===== config.mk =====
export PLATFORM = sky130hd
export DESIGN_NAME = pipeline_hazard_ctrl
export DESIGN_NICKNAME = d
export VERILOG_FILES = /design/src/rtl/pipeline_hazard_ctrl.sv
export SDC_FILE = /design/constraint.sdc
export NUM_CORES = 1
export LEC_CHECK = 0
export ABC_AREA = 1
export BUFFER_PORTS_ARGS = -buffer_cell sky130_fd_sc_hd__buf_2
export CORE_MARGIN = 1
export CORE_UTILIZATION = 45
export DETAILED_ROUTE_END_ITERATION = 7
export MAX_ROUTING_LAYER = met4
export PLACE_DENSITY_LB_ADDON = 0.1
export SLEW_MARGIN = 25
export SYNTH_ARGS = -nofsm -noshare
export SYNTH_HDL_FRONTEND = slang
export SYNTH_SLANG_ARGS = --single-unit

===== constraint.sdc =====
create_clock -name CLK -period 2.3 [get_ports CLK]
set_input_delay 0.345 -clock CLK [delete_from_list [all_inputs] [get_ports CLK]]
set_output_delay 0.345 -clock CLK [all_outputs]
set_load 0.01 [all_outputs]

===== src/rtl/pipeline_hazard_ctrl.sv =====
`timescale 1ns/1ps
// ---------------------------------------------------------------------------
// pipeline_hazard_ctrl
//   Hazard/flush sequencer for the 5-stage pipeline front end. Resolves
//   load-use, mult/div-busy and branch-mispredict hazards, tracks the
//   multi-cycle mult/div unit and keeps saturating performance counters.
//
// Ports
//   CLK            rising-edge clock
//   CLR_N          asynchronous active-low reset
//   ID_Rs, ID_Rt   source registers of the instruction in ID
//   ID_UseRs/Rt    ID instruction actually reads Rs / Rt
//   ID_IsMD        ID instruction is a mult/div
//   ID_ReadsHILO   ID instruction is mfhi/mflo
//   EX_MemRead     EX instruction is a load
//   EX_Rd          EX destination register
//   EX_Mispredict  EX branch resolved against the prediction
//   MD_Start       EX launches a mult/div this cycle
//   PC_En          PC write enable
//   IF_ID_En       IF/ID clock enable
//   IF_ID_Clr      IF/ID zero-load (effective only with IF_ID_En=1)
//   ID_EX_Clr      bubble insert into ID/EX
//   MD_Busy        mult/div result pending
//   StallCount     cycles with PC_En=0 (saturating)
//   FlushCount     mispredicts seen (saturating)
// ---------------------------------------------------------------------------
module pipeline_hazard_ctrl #(
  parameter int MD_LAT    = 32,
  parameter int FLUSH_CYC = 1,
  parameter int CNT_W     = 16
) (
  input  logic             CLK,
  input  logic             CLR_N,
  input  logic [4:0]       ID_Rs,
  input  logic [4:0]       ID_Rt,
  input  logic             ID_UseRs,
  input  logic             ID_UseRt,
  input  logic             ID_IsMD,
  input  logic             ID_ReadsHILO,
  input  logic             EX_MemRead,
  input  logic [4:0]       EX_Rd,
  input  logic             EX_Mispredict,
  input  logic             MD_Start,
  output logic             PC_En,
  output logic             IF_ID_En,
  output logic             IF_ID_Clr,
  output logic             ID_EX_Clr,
  output logic             MD_Busy,
  output logic [CNT_W-1:0] StallCount,
  output logic [CNT_W-1:0] FlushCount
);

  localparam int MD_W = $clog2(MD_LAT + 1);
  localparam int FL_W = $clog2(FLUSH_CYC + 1);

  typedef enum logic {RUN = 1'b0, FLUSH = 1'b1} state_t;

  state_t           state_q, state_d;
  logic [FL_W-1:0]  fl_cnt_q, fl_cnt_d;
  logic [MD_W-1:0]  md_cnt_q, md_cnt_d;
  logic [CNT_W-1:0] stall_cnt_q, stall_cnt_d;
  logic [CNT_W-1:0] flush_cnt_q, flush_cnt_d;

  logic lu, mdh, fl;

  // Hazard detection and output priority: flush > stall > run.
  always_comb begin
    lu = EX_MemRead && (EX_Rd != 5'd0) &&
         ((ID_UseRs && (ID_Rs == EX_Rd)) || (ID_UseRt && (ID_Rt == EX_Rd)));
    MD_Busy = (md_cnt_q != '0);
    mdh     = MD_Busy && (ID_IsMD || ID_ReadsHILO);
    fl      = EX_Mispredict || (state_q == FLUSH);

    PC_En     = 1'b1;
    IF_ID_En  = 1'b1;
    IF_ID_Clr = 1'b0;
    ID_EX_Clr = 1'b0;
    if (fl) begin
      // Wrong-path instruction in ID is squashed; EX slot is only squashed
      // in the cycle the mispredict itself is resolved.
      IF_ID_Clr = 1'b1;
      ID_EX_Clr = EX_Mispredict;
    end else if (lu || mdh) begin
      PC_En     = 1'b0;
      IF_ID_En  = 1'b0;
      ID_EX_Clr = 1'b1;
    end
  end

  // Flush sequencer: extends IF_ID_Clr to FLUSH_CYC cycles per mispredict.
  always_comb begin
    state_d  = state_q;
    fl_cnt_d = fl_cnt_q;
    if (EX_Mispredict && (FLUSH_CYC > 1)) begin
      // A new mispredict (from RUN or FLUSH) restarts the full window.
      state_d  = FLUSH;
      fl_cnt_d = FL_W'(FLUSH_CYC - 1);
    end else if (state_q == FLUSH) begin
      fl_cnt_d = fl_cnt_q - FL_W'(1);
      if (fl_cnt_d == '0) begin
        state_d = RUN;
      end
    end
  end

  // Mult/div occupancy and perf counters.
  always_comb begin
    md_cnt_d = md_cnt_q;
    if (MD_Start && (md_cnt_q == '0)) begin
      md_cnt_d = MD_W'(MD_LAT);
    end else if (md_cnt_q != '0) begin
      md_cnt_d = md_cnt_q - MD_W'(1);
    end

    stall_cnt_d = stall_cnt_q;
    if (!PC_En && (stall_cnt_q != '1)) begin
      stall_cnt_d = stall_cnt_q + CNT_W'(1);
    end

    flush_cnt_d = flush_cnt_q;
    if (EX_Mispredict && (flush_cnt_q != '1)) begin
      flush_cnt_d = flush_cnt_q + CNT_W'(1);
    end
  end

  always_ff @(posedge CLK or negedge CLR_N) begin
    if (!CLR_N) begin
      state_q     <= RUN;
      fl_cnt_q    <= '0;
      md_cnt_q    <= '0;
      stall_cnt_q <= '0;
      flush_cnt_q <= '0;
    end else begin
      state_q     <= state_d;
      fl_cnt_q    <= fl_cnt_d;
      md_cnt_q    <= md_cnt_d;
      stall_cnt_q <= stall_cnt_d;
      flush_cnt_q <= flush_cnt_d;
    end
  end

  assign StallCount = stall_cnt_q;
  assign FlushCount = flush_cnt_q;

endmodule

Yosys cells after proc, flatten, opt, wreduce, memory -nomap -nowiden. Cells that the tools add are included.

Register bits after elaboration: 40. Input bits: 24.

Add/subtract/negate cells: 4. Equal/unequal tests: 4. Mux-type cells: 9. Reduce and logical (&&, ||, !) cells: 17.

Operators by type and width (number): 16-bit by 1-bit adder with 16-bit output, second input constant (2); 16-bit inequality test, second input constant (2); 6-bit two-way mux (2); 5-bit equality test (2); 1-bit logical AND (8); 1-bit two-way mux (7); 6-bit logical NOT (1); 6-bit nonzero test (1); 6-bit by 1-bit subtractor with 6-bit output, second input constant (1); 5-bit nonzero test (1); 1-bit logical OR (4); 2-bit nonzero test (1); 1-bit logical NOT (1); 1-bit subtractor, second input constant (1).

Logic depth before layout (Yosys ltp).
Depth in word-level cells: 9. Depth in mapped cells: 12. Gate-level depth less buffers: 11.

Worst setup path after synthesis. OpenSTA, ideal clock, no wires.

Path type: flip-flop to output port. Start: register md_cnt_q[0]. End: output port PC_En. Data arrival time: 1.514 ns. Data required time: 1.955 ns. Slack: 0.441 ns. Cell stages (with the launch flop): 9. Path buffers: 1. Cell sequence: dfrtp_1 inv_1 ha_1 nor3b_1 nand2_1 o21ai_1 nand2_2 nand2_1 buf_4.

Longest elaborated chain between the ends: 5.

RTL lines: start: declaration (RTL line 60) `logic [MD_W-1:0] md_cnt_q, md_cnt_d;`; start signal: assignment (RTL line 136) `md_cnt_q <= md_cnt_d;`; 6-bit nonzero test (RTL line 70) `MD_Busy = (md_cnt_q != '0);`; net MD_Busy (RTL line 48) `output logic MD_Busy,`; 1-bit logical AND (RTL line 71) `mdh = MD_Busy && (ID_IsMD || ID_ReadsHILO);`; 1-bit logical OR (RTL line 83) `end else if (lu || mdh) begin`; 1-bit two-way mux (2 in series); end: declaration (RTL line 44) `output logic PC_En,`.

The timed path passes the listed nets, and every way through them passes these cells.

Worst setup path in the final report.
Start: register md_cnt_q[0]. End: output port ID_EX_Clr.

Longest elaborated chain between the ends: 5.

RTL lines: 6-bit nonzero test (RTL line 70); 1-bit logical AND (RTL line 71); 1-bit logical OR (RTL line 83); 1-bit two-way mux (RTL line 83); 1-bit two-way mux (RTL line 78) `if (fl) begin`; end: declaration (RTL line 47) `output logic ID_EX_Clr,`.

No other way between the ends.

==> flow_summary_export.csv <==
group,metric,value,unit
worst_setup_path,worst_path_dominant_cell_family,"simple AND/OR/NAND/NOR gates",
route,drt.antenna.violating_nets,0,
placed_design,place.detailed.hpwl,3.79,mm
floorplan,fp.dieArea,5700,um2
pwr,seqPwrFrac,0.433,
floorplan,floorplan.io_pins,61,
timing,finalWorstPathRequiredPeriod,2.09,ns
route,post-route-drc-count,0,
route,vias,2201,
yosys,synth_simple_gate_area_share,0.366,
worst_setup_path,max_stage_delay,0.36,ns
yosys,netlist_instances,329,
route,detail_routed_via_count_per_cell,4.75,
cts,hold_buffers,0,
pwr,internal-power,0.00155,W
cts,tritoncts_clock_tree,"done",
placed_design,port_buffers,60,
global_routing,globalRoute.busiestLayer,"met2",
floorplan,core_box_area,5170,um2
worst_setup_path,crit_path_start_kind,"register",
worst_setup_path,required,1.96,ns
placed_design,dpl_cell_area,2800,um2
placed_design,place_congestion,0.842,
timing,final-setup-viol-count,0,
pwr,clkPwrFrac,0.290,
route,drt_first_pass_iters,5,
hold_path,hold_class,"input port to async pin",
worst_setup_path,path_max_fanout,5,
worst_setup_path,worstPathCellList,"inv_1, ha_1, nor3b_2, nand2_2, o21ai_1, nand2_2, nand2_1, nand2_1, buf_2",
cells_and_area,count_of_filler_cells_inserted_in_the_layout,501,
cts,tritoncts_num_sinks,40,
worst_setup_path,path_buf_inv,2,
pwr,overall_power_consumption,0.00231,W
floorplan,die_height,75.5,um
yosys,ys_ff_latch,40,
floorplan,floorplan.initialDensity,0.470,
yosys,synth.avg_cell_area,7.39,um2
yosys,synth_top_family_by_area,"simple AND/OR/NAND/NOR gates",
yosys,synth.area.top_cells,"sky130_fd_sc_hd__dfrtp_1 41%, sky130_fd_sc_hd__nand2_1 17%, sky130_fd_sc_hd__xor2_1 6.8%, sky130_fd_sc_hd__inv_1 5.7%, sky130_fd_sc_hd__nand4_1 5.1%",
global_routing,grt_remaining_overflow,0,
route,wl,5.25,mm
yosys,synth.top_cells.by_count,"111 x sky130_fd_sc_hd__nand2_1, 40 x sky130_fd_sc_hd__dfrtp_1, 37 x sky130_fd_sc_hd__inv_1, 32 x sky130_fd_sc_hd__nor2_1, 20 x sky130_fd_sc_hd__nand4_1",
pwr,sw_frac_of_total,0.331,
timing,period_share,0.908,
timing,final.setup_skew,0.00402,ns
floorplan,placement_rows,26,
worst_setup_path,setup_crit_path_kind,"register to primary output",
pwr,combPwrFrac,0.278,
timing,slew-limit-headroom,0.654,
cells_and_area,finish.net_count,421,
yosys,synth_top_cell_area_share,0.412,
yosys,synthMostInstantiatedCell,"sky130_fd_sc_hd__nand2_1",
global_routing,groute.layer.met3.usage,0.0384,
cells_and_area,antennaDiodeCount,0,
cts,number_of_clock_buffers_inserted_by_tritoncts,5,
floorplan,die_width,75.5,um
yosys,ys.flop_type,"sky130_fd_sc_hd__dfrtp_1",
cts,post_cts_resized,0,
cells_and_area,post_route_cells_drive_above_1_share,0.219,
cts,cts_buffer_depth,2,
global_routing,grt_max_degree,41,
yosys,synth-adder-area-share,0.0206,
timing,timing.fmax,479,MHz
timing,total_neg_setup_slack,0,ns
global_routing,global_route_wire_length_before_repair,8.58,mm
cells_and_area,stdcell_area,2940,um2
worst_setup_path,end_kind,"primary output",
yosys,yosys.cell_types.count,28,
pwr,highest_ir_drop_seen_on_vdd,0.630,mV
timing,holdWs,0.0292,ns
pwr,leakage,1.67,nW
cells_and_area,syn_to_final_growth,20.9,%
cells_and_area,layoutNonFillerInstCount,463,
placed_design,dpl.cell_count,456,
route,routedWlPerCell,11.3,um
cts,ctsRootBufferMaster,"sky130_fd_sc_hd__clkbuf_8",
job,max_cap_viol_count,0,
yosys,synth.area.mux_share,0,
timing,slew_at_the_pin_closest_to_its_max_slew_limit,0.519,ns
yosys,synth.largest_area_cell,"sky130_fd_sc_hd__dfrtp_1",
cts,htree_levels,2,
pwr,net-switching-power,0.000765,W
global_routing,grt_use_met2,0.331,
global_routing,global_router_s_overall_resource_usage,0.203,
yosys,yosysSeqAreaShare,0.412,
cts,post_cts.repair.setup_buffers,0,
pwr,power-per-cell-area,787,nW/um2
worst_setup_path,cp_slowest_cell,"sky130_fd_sc_hd__dfrtp_1",
yosys,synth_compound_gate_area_share,0.0211,
yosys,synth-edff-count,0,
timing,timing.final.max_slew_violations,0,
yosys,number_of_nets_produced_by_synthesis,357,
global_routing,first_global_vias,1981,
timing,rsz0062_at_grt,"no",
yosys,mappedNetlistArea,2430,um2
global_routing,met1_layer_usage_reported_by_global_route,0.257,
cts,worstSkewPairLatency,0.29,ns
cts,clk_transition_reported_paths,0.08,ns
outcome,status,"finished, final reports clean",
global_routing,initial_antenna_violation_count,0,
yosys,async_reset_ff_frac,1.00,
yosys,synth-xor-area-share,0.101,
worst_setup_path,worst_ep_arrival_time,1.74,ns
yosys,synth-warning-count,0,
timing,timing_hold_violations_final,0,
route,initialDrtViolationCount,116,
==> kinds of logic after synthesis <==
kind of cell	Yosys count
fa+ha+maj	4
flops	40
simple gates	199
compound gates	10
buf+inv	48
xor+xnor	28
==> cells in the final DEF (no fill, tap or decap), drive strengths merged, types with 3 or more instances in the layout <==
master | synthesis | routed
ha | 4 | 4
or2 | 3 | 3
buf | 4 | 62
clkbuf | 1 | 5
nor2 | 33 | 33
nand4 | 20 | 20
nor3 | 9 | 9
o21ai | 8 | 8
dfrtp | 40 | 40
xor2 | 19 | 19
nand2 | 115 | 115
xnor2 | 9 | 9
nand3 | 16 | 16
inv | 43 | 43
==> path summary, 6_finish.rpt <==
path	from	to	slack [ns]	cells past startpoint
worst min register to register	fl_cnt_q	state_q	0.45	1
worst max register to register	FlushCount[0]	FlushCount[13]	0.49	8
worst min-delay path	CLR_N	StallCount[0]	0.03	1
max in group asynchronous	CLR_N	FlushCount[14]	1.92	1
min in group CLK	MD_Start	md_cnt_q[1]	0.35	3
worst max-delay path	md_cnt_q[0]	ID_EX_Clr	0.21	9
==> area by class of cell <==
cell class | count | area, um2 | share of cell area
clock buffers | 5 | 68.8 | 0.0234
flip-flops and latches | 40 | 1000 | 0.340
clock inverters | 2 | 60.1 | 0.0204
inverters | 43 | 161 | 0.0549
repair buffers | 62 | 318 | 0.108
well taps | 70 | 87.6 | 0.0298
multi-input cells | 241 | 1240 | 0.423
==> registers in the layout (all words and copies together) (netlist names) <==
name        flops
StallCount     16
fl_cnt_q        1
md_cnt_q        6
state_q         1
FlushCount     16
==> layer usage <==
| metal | vias up | wire length, um | share of wire |
|---|---|---|---|
| met5 | - | 0 | 0 |
| met4 | 0 | 70 | 0.013 |
| met3 | 8 | 218 | 0.042 |
| met2 | 52 | 2390 | 0.46 |
| met1 | 980 | 2570 | 0.49 |
| li1 | 1161 | - | - |
==> power groups by stage <==
stage | Clock, W | Sequential [W] | Combinational, W
after CTS | 0.000689 | 0.000999 | 0.000646
final | 0.000671 | 0.00100 | 0.000642
after detailed placement | 0 | 0.00101 | 0.000641
after global routing | 0.000718 | 0.00103 | 0.000743
after floorplan | 0 | 0.00103 | 0.000382
after global placement | 0 | 0.00101 | 0.000623
==> stage by stage <==
step,worst slack [ns],util
6_report,0.212,0.569
5_1_grt,0.0144,0.569
4_1_cts,0.0804,0.567
3_5_place_dp,0.413,0.542
3_3_place_gp,0.445,0.542
2_1_floorplan,0.441,-
(Power assumes the default switching activity.)
